$ cat src/rtl/imem_loader.sv
`default_nettype none
// ============================================================================
// Module   : imem_loader
// Purpose  : Write-side loader for the instruction memory. Accepts a framed
//            byte stream over a valid/ready handshake, packs the bytes
//            little-endian into WIDTH-bit words and writes them to imem at
//            consecutive word addresses starting at 0. The CPU is held in
//            stall for the whole load so it only ever fetches a complete
//            image.
//
//            Frame: LEN_LO, LEN_HI (16-bit word count N), then N*BPW payload
//            bytes. With IMEM_LOADER_CHECKSUM_EN defined, one trailer byte
//            follows the payload and must equal the XOR of all payload
//            bytes.
//
// Ports    : clk        in   clock, rising edge
//            rst        in   asynchronous active-high reset
//            start      in   one-cycle pulse, begins a load (IDLE/DONE/ERR)
//            byte_valid in   stream byte valid
//            byte_data  in   stream byte
//            byte_ready out  loader accepts a byte this cycle
//            we         out  imem write strobe, one cycle per word
//            waddr      out  imem word address
//            wdata      out  imem write data
//            cpu_hold   out  high while a load is in progress
//            done       out  last load completed successfully
//            err        out  last load aborted (length or checksum)
//
// Config   : IMEM_LOADER_CHECKSUM_EN - enables the checksum trailer byte
//
// Revision : 1.0  initial release
// ============================================================================

module imem_loader #(
  parameter int WIDTH  = 32,
  parameter int DEPTH  = 512,
  parameter int ADDR_W = 9
) (
  input  logic              clk,
  input  logic              rst,
  input  logic              start,
  input  logic              byte_valid,
  input  logic [7:0]        byte_data,
  output logic              byte_ready,
  output logic              we,
  output logic [ADDR_W-1:0] waddr,
  output logic [WIDTH-1:0]  wdata,
  output logic              cpu_hold,
  output logic              done,
  output logic              err
);

  localparam int               BPW         = WIDTH / 8;
  localparam int               CNT_W       = (BPW > 1) ? $clog2(BPW) : 1;
  localparam logic [CNT_W-1:0] C_LAST_BYTE = CNT_W'(BPW - 1);
  localparam logic [15:0]      C_DEPTH     = 16'(DEPTH);

  typedef enum logic [2:0] {
    S_IDLE  = 3'd0,
    S_LEN0  = 3'd1,
    S_LEN1  = 3'd2,
    S_DATA  = 3'd3,
    S_WRITE = 3'd4,
    S_CSUM  = 3'd5,
    S_DONE  = 3'd6,
    S_ERR   = 3'd7
  } state_t;

  state_t           r_state;
  state_t           w_next;

  logic [7:0]       r_len_lo;
  logic [15:0]      r_len;
  logic [CNT_W-1:0] r_byte_cnt;
  logic [15:0]      r_word_cnt;
  logic [WIDTH-1:0] r_asm;
  logic [WIDTH-1:0] r_wdata;
`ifdef IMEM_LOADER_CHECKSUM_EN
  logic [7:0]       r_csum;
`endif

  logic [15:0]      w_len_n;
  logic             w_last_word;
  logic             w_accept;
  logic             w_start_ok;
  logic [WIDTH-1:0] w_asm_next;

  // Full length is only meaningful while LEN_HI is on the bus.
  assign w_len_n     = {byte_data, r_len_lo};
  // r_len >= 1 whenever DATA/WRITE are reachable, so N-1 never wraps there.
  assign w_last_word = (r_word_cnt == (r_len - 16'd1));
  assign w_accept    = byte_valid & byte_ready;
  assign w_start_ok  = start & ((r_state == S_IDLE) | (r_state == S_DONE) |
                                (r_state == S_ERR));

  // Current word with the incoming byte merged into its lane.
  always_comb begin
    w_asm_next = r_asm;
    for (int k = 0; k < BPW; k++) begin
      if (r_byte_cnt == CNT_W'(k)) begin
        w_asm_next[8*k +: 8] = byte_data;
      end
    end
  end

  // --------------------------------------------------------------------------
  // State register
  // --------------------------------------------------------------------------
  always_ff @(posedge clk or posedge rst) begin
    if (rst) begin
      r_state <= S_IDLE;
    end else begin
      r_state <= w_next;
    end
  end

  // --------------------------------------------------------------------------
  // Next state and outputs
  // --------------------------------------------------------------------------
  always_comb begin
    w_next     = r_state;
    byte_ready = 1'b0;
    we         = 1'b0;
    cpu_hold   = 1'b0;
    case (r_state)
      S_IDLE, S_DONE, S_ERR: begin
        if (start) begin
          w_next = S_LEN0;
        end
      end
      S_LEN0: begin
        byte_ready = 1'b1;
        cpu_hold   = 1'b1;
        if (byte_valid) begin
          w_next = S_LEN1;
        end
      end
      S_LEN1: begin
        byte_ready = 1'b1;
        cpu_hold   = 1'b1;
        if (byte_valid) begin
          if (w_len_n == 16'd0) begin
`ifdef IMEM_LOADER_CHECKSUM_EN
            // An empty image still carries a trailer (expected 8'h00).
            w_next = S_CSUM;
`else
            w_next = S_DONE;
`endif
          end else if (w_len_n > C_DEPTH) begin
            w_next = S_ERR;
          end else begin
            w_next = S_DATA;
          end
        end
      end
      S_DATA: begin
        byte_ready = 1'b1;
        cpu_hold   = 1'b1;
        if (byte_valid && (r_byte_cnt == C_LAST_BYTE)) begin
          w_next = S_WRITE;
        end
      end
      S_WRITE: begin
        we       = 1'b1;
        cpu_hold = 1'b1;
        if (w_last_word) begin
`ifdef IMEM_LOADER_CHECKSUM_EN
          w_next = S_CSUM;
`else
          w_next = S_DONE;
`endif
        end else begin
          w_next = S_DATA;
        end
      end
`ifdef IMEM_LOADER_CHECKSUM_EN
      S_CSUM: begin
        byte_ready = 1'b1;
        cpu_hold   = 1'b1;
        if (byte_valid) begin
          w_next = (byte_data == r_csum) ? S_DONE : S_ERR;
        end
      end
`endif
      default: begin
        w_next = S_IDLE;
      end
    endcase
  end

  assign done  = (r_state == S_DONE);
  assign err   = (r_state == S_ERR);
  assign waddr = r_word_cnt[ADDR_W-1:0];
  assign wdata = r_wdata;

  // --------------------------------------------------------------------------
  // Datapath: length capture, byte assembly, counters
  // --------------------------------------------------------------------------
  always_ff @(posedge clk or posedge rst) begin
    if (rst) begin
      r_len_lo   <= 8'd0;
      r_len      <= 16'd0;
      r_byte_cnt <= '0;
      r_word_cnt <= 16'd0;
      r_asm      <= '0;
      r_wdata    <= '0;
`ifdef IMEM_LOADER_CHECKSUM_EN
      r_csum     <= 8'd0;
`endif
    end else if (w_start_ok) begin
      r_byte_cnt <= '0;
      r_word_cnt <= 16'd0;
`ifdef IMEM_LOADER_CHECKSUM_EN
      r_csum     <= 8'd0;
`endif
    end else begin
      case (r_state)
        S_LEN0: begin
          if (w_accept) begin
            r_len_lo <= byte_data;
          end
        end
        S_LEN1: begin
          if (w_accept) begin
            r_len <= w_len_n;
          end
        end
        S_DATA: begin
          if (w_accept) begin
            r_asm <= w_asm_next;
`ifdef IMEM_LOADER_CHECKSUM_EN
            r_csum <= r_csum ^ byte_data;
`endif
            if (r_byte_cnt == C_LAST_BYTE) begin
              // Output register only changes at word completion, so wdata
              // is stable through WRITE and afterwards.
              r_byte_cnt <= '0;
              r_wdata    <= w_asm_next;
            end else begin
              r_byte_cnt <= r_byte_cnt + CNT_W'(1);
            end
          end
        end
        S_WRITE: begin
          r_word_cnt <= r_word_cnt + 16'd1;
        end
        default: begin
        end
      endcase
    end
  end

endmodule

`default_nettype wire
$ cat config.mk
export PLATFORM = sky130hd
export DESIGN_NAME = imem_loader
export DESIGN_NICKNAME = d
export VERILOG_FILES = /design/src/rtl/imem_loader.sv
export SDC_FILE = /design/constraint.sdc
export NUM_CORES = 1
export LEC_CHECK = 0
export ABC_AREA = 1
export BUFFER_PORTS_ARGS = -buffer_cell sky130_fd_sc_hd__buf_2
export CAP_MARGIN = 20
export CORE_MARGIN = 5
export CORE_UTILIZATION = 40
export DETAILED_ROUTE_END_ITERATION = 10
export PLACE_DENSITY = 0.55
export SETUP_SLACK_MARGIN = 0.1
export SYNTH_ARGS = -nofsm -noshare
export SYNTH_HDL_FRONTEND = slang
export SYNTH_SLANG_ARGS = --single-unit
export TNS_END_PERCENT = 1
$ cat constraint.sdc
create_clock -name clk -period 7.6 [get_ports clk]
set_input_delay 0.38 -clock clk [delete_from_list [all_inputs] [get_ports clk]]
set_output_delay 0.38 -clock clk [all_outputs]
set_load 0.02 [all_outputs]
==> key figures, run 1 <==
CTS
  – CTS root buf: clkbuf_16
  – Skew-Pair Late Insertion Delay: 0.35 ns
  – Clock tree sinks: 101
  – Total CTS buffers: 9
  – # Post-CTS Setup Buffers: 0
  – CTS tree: built
  – Post-CTS Resized: 0
  – Clk pin slew, worst setup/hold paths: 0.07 ns
  – Hold Buf Count CTS: 0
  – H-tree depth: 3
  – Max Root-Sink Buffers: 2

Global routing
  – Largest net degree at the start of global routing: 73
  – Total gr overflow: 0
  – Global-route wire length before repair: 22400 µm
  – Initial antenna violation count: 0
  – Vias in the first global route: 4491
  – Gr usage total: 17.3%

Logic synthesis
  – Syn Inst Count: 715
  – Compound-cell area share of the yosys netlist: 11.2%
  – Xor-xnor portion of the synthesized cell area: 1.95%
  – Yosys reg bits: 101
  – Top post-synthesis cells by area: dfrtp_1 (47%), nand2_1 (15%), o21ai_0 (9.3%)
  – Syn. warnings: 0
  – Avg Inst Size Synth: 7.53 µm²
  – Post-synthesis mux area share: 0%
  – Synth area leader: dfrtp_1
  – Mapped Area: 5390 µm²
  – Syn_nets: 733
  – Post-synthesis adder-cell area fraction: 1.39%
  – Synth unique cells: 34
  – Simple logic cell fraction of the synthesized area: 28.7%
  – Main combinational cell family by area after synthesis: simple AND/OR/NAND/NOR gates
  – Fraction of the yosys area taken by sequential cells: 46.9%
  – Top cell type's share of synthesized area: 46.9%

Placed design
  – Cell count after placement: 920
  – Routability congestion estimate: 0.848
  – IO Port Bufs: 57
  – DP HPWL: 9540 µm

Die
  – Top Ports: 58
  – Die width: 126 µm
  – Die area: 15900 µm²
  – Starting density of the core: 40.7%
  – CORE AREA: 13200 µm²
  – Die height: 126 µm
  – Row Count: 42

Worst setup path
  – Worst Setup End Kind: flip-flop
  – CP cell instances: nand2_1 -> nor2_2 -> inv_2 -> nor2_4 -> nand2_1 -> o21ai_0
  – Critical Path Start Type: flip-flop
  – Worst path buffer plus inverter count: 1
  – Most common cell on crit path: nand2_1
  – Cell count along the critical path: 6
  – CP max stage delay: 0.72 ns
  – CP Data Arrival Time: 2.38 ns
  – Crit-path max FO: 49
  – R2R depth: 6
  – Critical path type: flip-flop to flip-flop
  – Family with the most delay on the worst path: simple AND/OR/NAND/NOR gates
  – CP max-delay cell: nor2_4
  – CP required: 7.86 ns

Timing
  – Min Hold Slack: 0.0244 ns
  – # setup viols final: 0
  – RSZ-0062 raised after global routing: false
  – Min Tclk post-route: 2.12 ns
  – Slew Limit Fails: 0
  – Worst-Margin Slew: 0.961 ns
  – Final hold vios: 0
  – Clk_skew: 0.00708 ns
  – Setup TNS: 0 ns
  – Slew margin rel.: 35.8%
  – Period utilization: 27.9%
  – Max Freq: 471 MHz

Layout
  – Share of layout cells above drive strength 1: 14.6%
  – Commonest non-fill, non-tap cell in the layout: nand2_1
  – Fillers: 1378
  – Non-filler cells, final: 936
  – # diodes: 0
  – Layout area overhead: 12.0%
  – Layout Nets: 773
  – Multi-input logic area: 2330 µm²
  – Commonest non-fill, non-tap cells in the layout: nand2_1 (211), dfrtp_1 (101), o21ai_0 (100)
  – Flip-flop and latch area: 2530 µm²

Power
  – Peak VDD IR: 156 µV
  – Pwr/cell area: 382 nW/µm²
  – Pleak: 3.04 nW

Routing
  – Vias: 4515
  – Post-Route WL: 13100 µm
  – Via-per-instance ratio: 4.82
  – DRT iter0 DRCs: 307
  – Final ANT Viol Nets: 0
  – # DRC: 0
  – Wirelength per Cell: 14.0 µm
  – Iteration count of the initial detailed-routing pass: 5

Job
  – Max-cap violations: 0

Status
  – Outcome: completed

Worst hold path
  – Hold Crit Class: primary input to asynchronous set/reset pin
metal layers:
| metal | global-route usage [%] | share of wire, % | up-vias | wire length (µm) |
|---|---|---|---|---|
| met5 | 0 | 0 | - | 0 |
| met1 | 22.8 | 47 | 2116 | 6180 |
| li1 | - | - | 2300 | - |
| met2 | 28.4 | 47 | 79 | 6180 |
| met4 | 6.62 | 2.2 | 0 | 286 |
| met3 | 3.18 | 3.3 | 20 | 438 |
worst register-to-register path: stages (launching register included):
cell     delay, ns
dfrtp_1       0.49
nand2_1       0.16
nor2_2        0.17
inv_2         0.10
nor2_4        0.72
nand2_1       0.18
o21ai_0       0.22
cell families (layout without fill, tap and decap cells):
family | count (synthesis) | count (layout)
xor gates and xnor gates | 12 | 12
adders and majority gates | 6 | 6
buffers and inverters | 125 | 170
AOI/OAI and AO/OA | 118 | 118
and+or+nand+nor | 353 | 353
DFF | 101 | 101
cell usage after synthesis:
master    number
nand2_2        6
dfrtp_1      101
and3_1         1
xor2_1         5
o21ai_0      100
o21a_1         2
ha_1           6
nand2_1      211
buf_2          6
o21ai_1        1
inv_1         90
nand2_4        1
a21oi_1       12
a221oi_1       1
and2_1         1
nand4_1        5
a22oi_1        1
nor3_1         8
xnor2_1        7
nor3b_1        1
nand3_2        3
nand3b_1       3
buf_4         12
nand3_1       20
nor2_2        11
nor2_1        70
a21boi_0       1
nor4_1         1
clkinv_2       1
nor3_2         2
clkbuf_1      10
buf_6          1
inv_2          5
nor2_4         9
path summary, 6_finish.rpt:
check	startpoint	end	slack [ns]
max in group asynchronous	rst	r_state[1]	6.32
setup reg to reg	r_state[0]	wdata[9]	5.48
hold / removal	rst	r_len[3]	0.02
min in group clk	byte_data[7]	wdata[31]	0.34
setup / recovery	r_state[0]	wdata[9]	5.48
hold reg to reg	wdata[19]	wdata[19]	0.47
state kept, by name, indices dropped and copies added, names as in the netlist:
signal,flops
r_len,16
wdata,32
r_byte_cnt,2
r_state,3
r_len_lo,8
r_word_cnt,16
r_asm,24
stage by stage:
stage | setup slack, ns | utilization (%) | total power [mW] | instance area [µm²]
after detailed placement | 5.48 | 43.3 | 1.85 | 5730
after global routing | 5.22 | 45.6 | 2.52 | 6030
after CTS | 5.47 | 45.6 | 2.33 | 6030
final | 5.48 | 45.6 | 2.30 | 6030
after floorplan | 4.57 | - | 1.59 | 5390
after global placement | 5.57 | 43.3 | 1.82 | 5730
final cells by class:
cell class,instances,area share (%)
clock buffer,12,4.08
multi-input combinational,489,38.6
timing repair buffer,58,4.85
tap,176,3.65
sequential,101,41.9
inverter,96,6.03
clock inverter,4,0.912
report_power, final:
part | total [mW] | switching (mW) | leakage (nW) | internal [mW]
Clock | 0.472 | 0.205 | 0.143 | 0.267
Combinational | 0.976 | 0.650 | 1.60 | 0.325
Sequential | 0.855 | 0.134 | 1.31 | 0.721
Total | 2.30 | 0.990 | 3.04 | 1.31
(Power assumes the default switching activity.)
==> run 2: changes to the inputs <==
--- a/config.mk
+++ b/config.mk
@@ -11,7 +11,7 @@
 export CORE_MARGIN = 5
 export CORE_UTILIZATION = 40
 export DETAILED_ROUTE_END_ITERATION = 10
-export PLACE_DENSITY = 0.55
+export PLACE_DENSITY = 0.57
 export SETUP_SLACK_MARGIN = 0.1
 export SYNTH_ARGS = -nofsm -noshare
 export SYNTH_HDL_FRONTEND = slang
==> constraint.sdc (replaced) <==
create_clock -name clk -period 1.9 [get_ports clk]
set_input_delay 0.095 -clock clk [delete_from_list [all_inputs] [get_ports clk]]
set_output_delay 0.095 -clock clk [all_outputs]
set_load 0.02 [all_outputs]
==> run 2 against run 1 <==
  * Clock-buffer cell count down 2
  * Largest cell class unchanged
  * Wire length is 0.94% lower
  * Die area is the same
  * Power rose to 4.2 times the previous value
  * Clock power rose to 3.9 times the previous value
  * Flip-flop and latch count is the same
  * Critical path depth is 9 higher
  * Highest routed layer unchanged
  * Register-to-register slack worse by 5.4 ns
==> key figures, run 2 (synthesis gave the netlist of run 1 again) <==
CTS
  – Clock tree sinks: 101
  – Clk pin slew, worst setup/hold paths: 0.07 ns
  – CTS tree: built
  – Skew-Pair Late Insertion Delay: 0.36 ns
  – Total CTS buffers: 9
  – CTS root buf: clkbuf_16
  – Max Root-Sink Buffers: 2
  – H-tree depth: 3

Placed design
  – Cell count after placement: 929
  – Routability congestion estimate: 0.911
  – DP HPWL: 9360 µm
  – Pre-CTS WS: 0.0926 ns
  – IO Port Bufs: 57

Worst hold path
  – Hold Crit Class: primary input to flip-flop
  – Hold Path Cell Cnt: 3
  – Hold Crit Endpoint: r_byte_cnt[0]
  – Hold Path Origin: byte_valid

Timing
  – RSZ-0062 raised after global routing: true
  – Fin worst setup slack: 0.123 ns
  – # setup viols final: 0
  – Min Tclk post-route: 1.78 ns
  – Clk_skew: 0.00916 ns
  – Slew Limit Fails: 0
  – Period utilization: 93.5%
  – Max Freq: 563 MHz
  – Slew margin rel.: 61.5%
  – Setup TNS: 0 ns
  – Final hold vios: 0
  – Worst-Margin Slew: 0.577 ns

Worst setup path
  – Worst Setup End Kind: flip-flop
  – R2R Setup Slk: 0.12 ns
  – CP cell instances: inv_2 -> ha_4 -> inv_1 -> nand2_1 -> nand2_2 -> xor2_2 -> nor2_2 -> nand2_1 -> inv_1 -> nand2_1 -> nor2_1 -> nand3_1 -> nand2_1 -> nand2_1 -> nand2_1
  – CP required: 2.19 ns
  – CP Data Arrival Time: 2.07 ns
  – Crit-path max FO: 4
  – Critical path type: flip-flop to flip-flop
  – R2R Path End: r_state[2]
  – Most common cell on crit path: nand2_1
  – R2R depth: 15
  – RR Startpoint: r_len[1]
  – CP max stage delay: 0.43 ns
  – Family with the most delay on the worst path: simple AND/OR/NAND/NOR gates
  – Worst path buffer plus inverter count: 3
  – CP max-delay cell: dfrtp_1
  – Critical Path Start Type: flip-flop

Layout
  – Layout Nets: 786
  – Layout area overhead: 16.5%
  – Max reg flops: 32
  – Non-filler cells, final: 949
  – Final Util: 47.4%
  – Fillers: 1333
  – Commonest non-fill, non-tap cells in the layout: nand2_1 (205), o21ai_0 (98), dfrtp_1 (92)
  – Share of layout cells above drive strength 1: 20.2%
  – Commonest non-fill, non-tap cell in the layout: nand2_1
  – # diodes: 0

Routing
  – # DRC: 0
  – Iteration count of the initial detailed-routing pass: 5
  – Wirelength per Cell: 13.7 µm
  – Via-per-instance ratio: 4.82
  – Post-Route WL: 13000 µm
  – Final ANT Viol Nets: 0
  – DRT iter0 DRCs: 301
  – Vias: 4573

Job
  – Max-cap violations: 0

Power
  – Clock power share: 19.0%
  – Pwr/cell area: 1530 nW/µm²
  – Sw Share: 43.8%
  – Pleak: 3.12 nW
  – Pint: 5.41 mW
  – Switching Power: 4.21 mW
  – Reg power frac: 35.8%
  – Peak VDD IR: 585 µV
  – Comb power frac: 45.2%

Die
  – Die height: 126 µm
  – Die width: 126 µm
  – Starting density of the core: 40.7%
  – Top Ports: 58
  – CORE AREA: 13200 µm²
  – Row Count: 42
  – Die area: 15900 µm²

Global routing
  – Total gr overflow: 0
  – Vias in the first global route: 4526
  – Largest net degree at the start of global routing: 102
  – Global-route wire length before repair: 21700 µm
  – Initial antenna violation count: 0
  – Gr usage total: 16.8%

Status
  – Outcome: completed
[run 2: per-layer routing]
metal  track usage (%)  part of all wire (%)
met2              27.9                    48
met1              21.8                    46
met3              3.60                   3.7
met5                 0                     0
met4              5.49                   1.6
[run 2: worst max-delay path by stage]
stage / startpoint / end / slack, ns / cells after the start
5_1_grt: r_len[2] / r_state[2] / -0.03 / 13
3_5_place_dp: r_len[1] / r_state[0] / 0.09 / 15
2_1_floorplan: r_len[0] / r_state[0] / 0.21 / 15
4_1_cts: r_len[1] / r_state[2] / 0.09 / 13
3_3_place_gp: r_len[1] / r_state[2] / 0.14 / 14
6_report: r_len[1] / r_state[2] / 0.12 / 15
[run 2: final cells by class]
cell class                      count  area, µm²  area share, %
Clock buffer                       10        239           3.81
Clock inverter                      6       51.3          0.818
Inverter                           96        365           5.82
Multi-Input combinational cell    489       2440           38.8
Sequential cell                   101       2540           40.5
Tap cell                          176        220           3.51
Timing Repair Buffer               71        424           6.76
[run 2: power groups by stage]
| stage | registers (mW) | clock network [mW] | logic [mW] |
|---|---|---|---|
| detailed placement | 3.43 | 0 | 4.00 |
| CTS | 3.39 | 1.87 | 4.04 |
| global route | 3.55 | 1.99 | 4.96 |
| floorplan | 3.56 | 0 | 2.82 |
| finish | 3.45 | 1.83 | 4.35 |
| global placement | 3.40 | 0 | 3.95 |
[run 2: stage by stage]
| stage | area (µm²) | power, mW | hold slack (ns) |
|---|---|---|---|
| 2_1_floorplan | 5390 | 6.38 | 0.212 |
| 3_3_place_gp | 5830 | 7.35 | 0.296 |
| 3_5_place_dp | 5830 | 7.43 | 0.307 |
| 4_1_cts | 6130 | 9.31 | 0.0381 |
| 5_1_grt | 6270 | 10.5 | 0.0680 |
| 6_report | 6270 | 9.62 | 0.0481 |
[run 2: worst reg2reg max path, cell delays in order, from the launching register on]
cell and delay (ns):
dfrtp_1 0.43, inv_2 0.09, ha_4 0.18, inv_1 0.05
nand2_1 0.07, nand2_2 0.08, xor2_2 0.16, nor2_2 0.14
nand2_1 0.06, inv_1 0.05, nand2_1 0.05, nor2_1 0.08
nand3_1 0.10, nand2_1 0.08, nand2_1 0.05, nand2_1 0.06
[run 2: what timing repair did]
action | 4_1_cts | 5_1_grt
setup endpoints to repair | 1 | 15
cloned | 0 | 0
endpoints found under the hold margin | 101 | 0
pin swaps | 0 | 19
hold buffers | 1 | 0
resized for setup | 2 | 41
setup buffers | 0 | 3
==> run 3: changes to the inputs <==
--- a/config.mk
+++ b/config.mk
@@ -12,6 +12,7 @@
 export CORE_UTILIZATION = 40
 export DETAILED_ROUTE_END_ITERATION = 10
 export PLACE_DENSITY = 0.57
+export REMOVE_ABC_BUFFERS = 1
 export SETUP_SLACK_MARGIN = 0.1
 export SYNTH_ARGS = -nofsm -noshare
 export SYNTH_HDL_FRONTEND = slang
==> run 3 against run 2 <==
  * Setup slack gained 0.0087 ns
  * Global-route usage shrank 0.18 points
  * Non-clock buffer count grew 8
==> key figures, run 3 (synthesis gave the netlist of run 1 again) <==
Worst setup path
  – CP cell instances: inv_2 -> ha_4 -> nand2_1 -> nor2_2 -> nand3_1 -> nand3_1 -> nand2_1 -> nor2_1 -> nand2_1 -> nor2_2 -> nand2_1 -> nand2_1 -> nand2_1 -> nand2_1 -> nand2_1
  – RR Startpoint: r_len[1]
  – Critical Path Start Type: flip-flop
  – Worst Setup End Kind: flip-flop
  – CP max stage delay: 0.43 ns
  – Critical path type: flip-flop to flip-flop
  – CP Data Arrival Time: 2.01 ns
  – Worst setup startpoint: r_len[1]
  – CP required: 2.14 ns
  – Worst path buffer plus inverter count: 1
  – CP max-delay cell: dfrtp_1
  – Most common cell on crit path: nand2_1
  – Family with the most delay on the worst path: simple AND/OR/NAND/NOR gates
  – R2R Setup Slk: 0.13 ns
  – Crit-path max FO: 4

Die
  – Row Count: 42
  – Die width: 126 µm
  – Starting density of the core: 40.7%
  – CORE AREA: 13200 µm²
  – Top Ports: 58
  – Die height: 126 µm
  – Die area: 15900 µm²

Global routing
  – Vias in the first global route: 4525
  – Gr usage total: 16.6%
  – Total gr overflow: 0
  – Global-route wire length before repair: 21600 µm
  – Initial antenna violation count: 0
  – Largest net degree at the start of global routing: 50

Timing
  – Worst-Margin Slew: 0.582 ns
  – Min Hold Slack: 0.0439 ns
  – Clk_skew: 0.0101 ns
  – Final hold vios: 0
  – Slew Limit Fails: 0
  – Slew margin rel.: 61.1%
  – Period utilization: 93.0%
  – Max Freq: 566 MHz
  – Min Tclk post-route: 1.77 ns
  – RSZ-0062 raised after global routing: true
  – # setup viols final: 0

Layout
  – Layout area overhead: 16.8%
  – Commonest non-fill, non-tap cells in the layout: nand2_1 (208), o21ai_0 (99), dfrtp_1 (95)
  – Fillers: 1382
  – Multi-input logic area: 2400 µm²
  – # diodes: 0
  – Non-filler cells, final: 957
  – Max reg flops: 32
  – Layout Nets: 794
  – Flip-flop and latch area: 2530 µm²
  – Share of layout cells above drive strength 1: 19.8%
  – Commonest non-fill, non-tap cell in the layout: nand2_1

Routing
  – Vias: 4628
  – Wirelength per Cell: 13.5 µm
  – Via-per-instance ratio: 4.84
  – # DRC: 0
  – Post-Route WL: 12900 µm
  – Final ANT Viol Nets: 0
  – DRT iter0 DRCs: 270
  – Iteration count of the initial detailed-routing pass: 5

Worst hold path
  – Hold Path Origin: byte_data[7]
  – Hold Crit Class: primary input to flip-flop

Power
  – Reg power frac: 36.0%
  – Pint: 5.40 mW
  – Comb power frac: 45.1%
  – Pwr/cell area: 1520 nW/µm²
  – Sw Share: 43.7%
  – Pleak: 3.17 nW
  – Peak VDD IR: 648 µV
  – Switching Power: 4.19 mW
  – Total chip power: 9.59 mW
  – Clock power share: 18.9%

CTS
  – Total CTS buffers: 9
  – Max Root-Sink Buffers: 2
  – Clock tree sinks: 101
  – H-tree depth: 3
  – Skew-Pair Late Insertion Delay: 0.35 ns
  – CTS root buf: clkbuf_16
  – CTS tree: built
  – Clk pin slew, worst setup/hold paths: 0.08 ns

Placed design
  – Routability congestion estimate: 0.856
  – IO Port Bufs: 57
  – Cell count after placement: 932
  – DP HPWL: 9390 µm

Status
  – Outcome: completed

Job
  – Max-cap violations: 0
[run 3: cell types whose count changed in the layout (fill, tap and decap cells not counted), moves of 3 or more]
| cell | delta |
|---|---|
| buf_4 | +6 |
| dfrtp_1 | +3 |
| dfrtp_2 | -3 |
| nand2_1 | +3 |
| nand3_1 | +3 |
| nand3_2 | -3 |
[run 3: layer usage]
metal | vias to the layer above | GRT usage (%) | wire, µm
li1 | 2343 | - | -
met1 | 2169 | 21.3 | 5960
met2 | 99 | 28.0 | 6290
met3 | 17 | 2.71 | 417
met4 | 0 | 6.62 | 248
met5 | - | 0 | 0
[run 3: layout make-up]
| cell class | count | share of cell area (%) |
|---|---|---|
| clock buffer | 9 | 3.58 |
| clock inverter | 7 | 1.05 |
| inverter | 96 | 5.79 |
| multi-input combinational | 489 | 38.1 |
| sequential | 101 | 40.3 |
| tap | 176 | 3.50 |
| timing repair buffer | 79 | 7.71 |
[run 3: tightest hold or removal path, stage by stage]
cell     delay, ns
buf_2         0.14
nand2_1       0.07
nand2_1       0.05
[run 3: what timing repair did]
| action | 4_1_cts | 5_1_grt |
|---|---|---|
| hold endpoints to repair | 32 | 0 |
| buffers inserted | 0 | 8 |
| setup endpoints to repair | 2 | 11 |
| hold buffers | 1 | 0 |
| pin swaps | 1 | 14 |
| resized for setup | 6 | 25 |
[run 3: per-stage QoR]
step                      setup slack, ns  TNS [ns]  utilization (%)  cell area [µm²]
after detailed placement           0.0808         0             44.2             5850
after CTS                           0.110         0             46.6             6170
after global placement              0.137         0             44.2             5850
after global routing              -0.0265   -0.0387             47.5             6290
final                               0.132         0             47.5             6290
after floorplan                    -0.842    -85.06                -             5220
[run 3: final timing paths]
check                      cells past startpoint       endpoint
max in group asynchronous                      4  r_word_cnt[6]
hold / removal                                 3      wdata[31]
hold reg to reg                                2      wdata[21]
setup / recovery                              15     r_state[0]
setup reg to reg                              15     r_state[0]
min in group asynchronous                      3       r_len[4]
[run 3: power by group through the flow]
stage / clock network [mW] / logic (mW) / registers [mW]
after global placement: 0 / 3.94 / 3.42
after floorplan: 0 / 2.69 / 3.59
after CTS: 1.87 / 4.10 / 3.42
after detailed placement: 0 / 4.01 / 3.45
final: 1.82 / 4.32 / 3.45
after global routing: 1.94 / 4.96 / 3.54
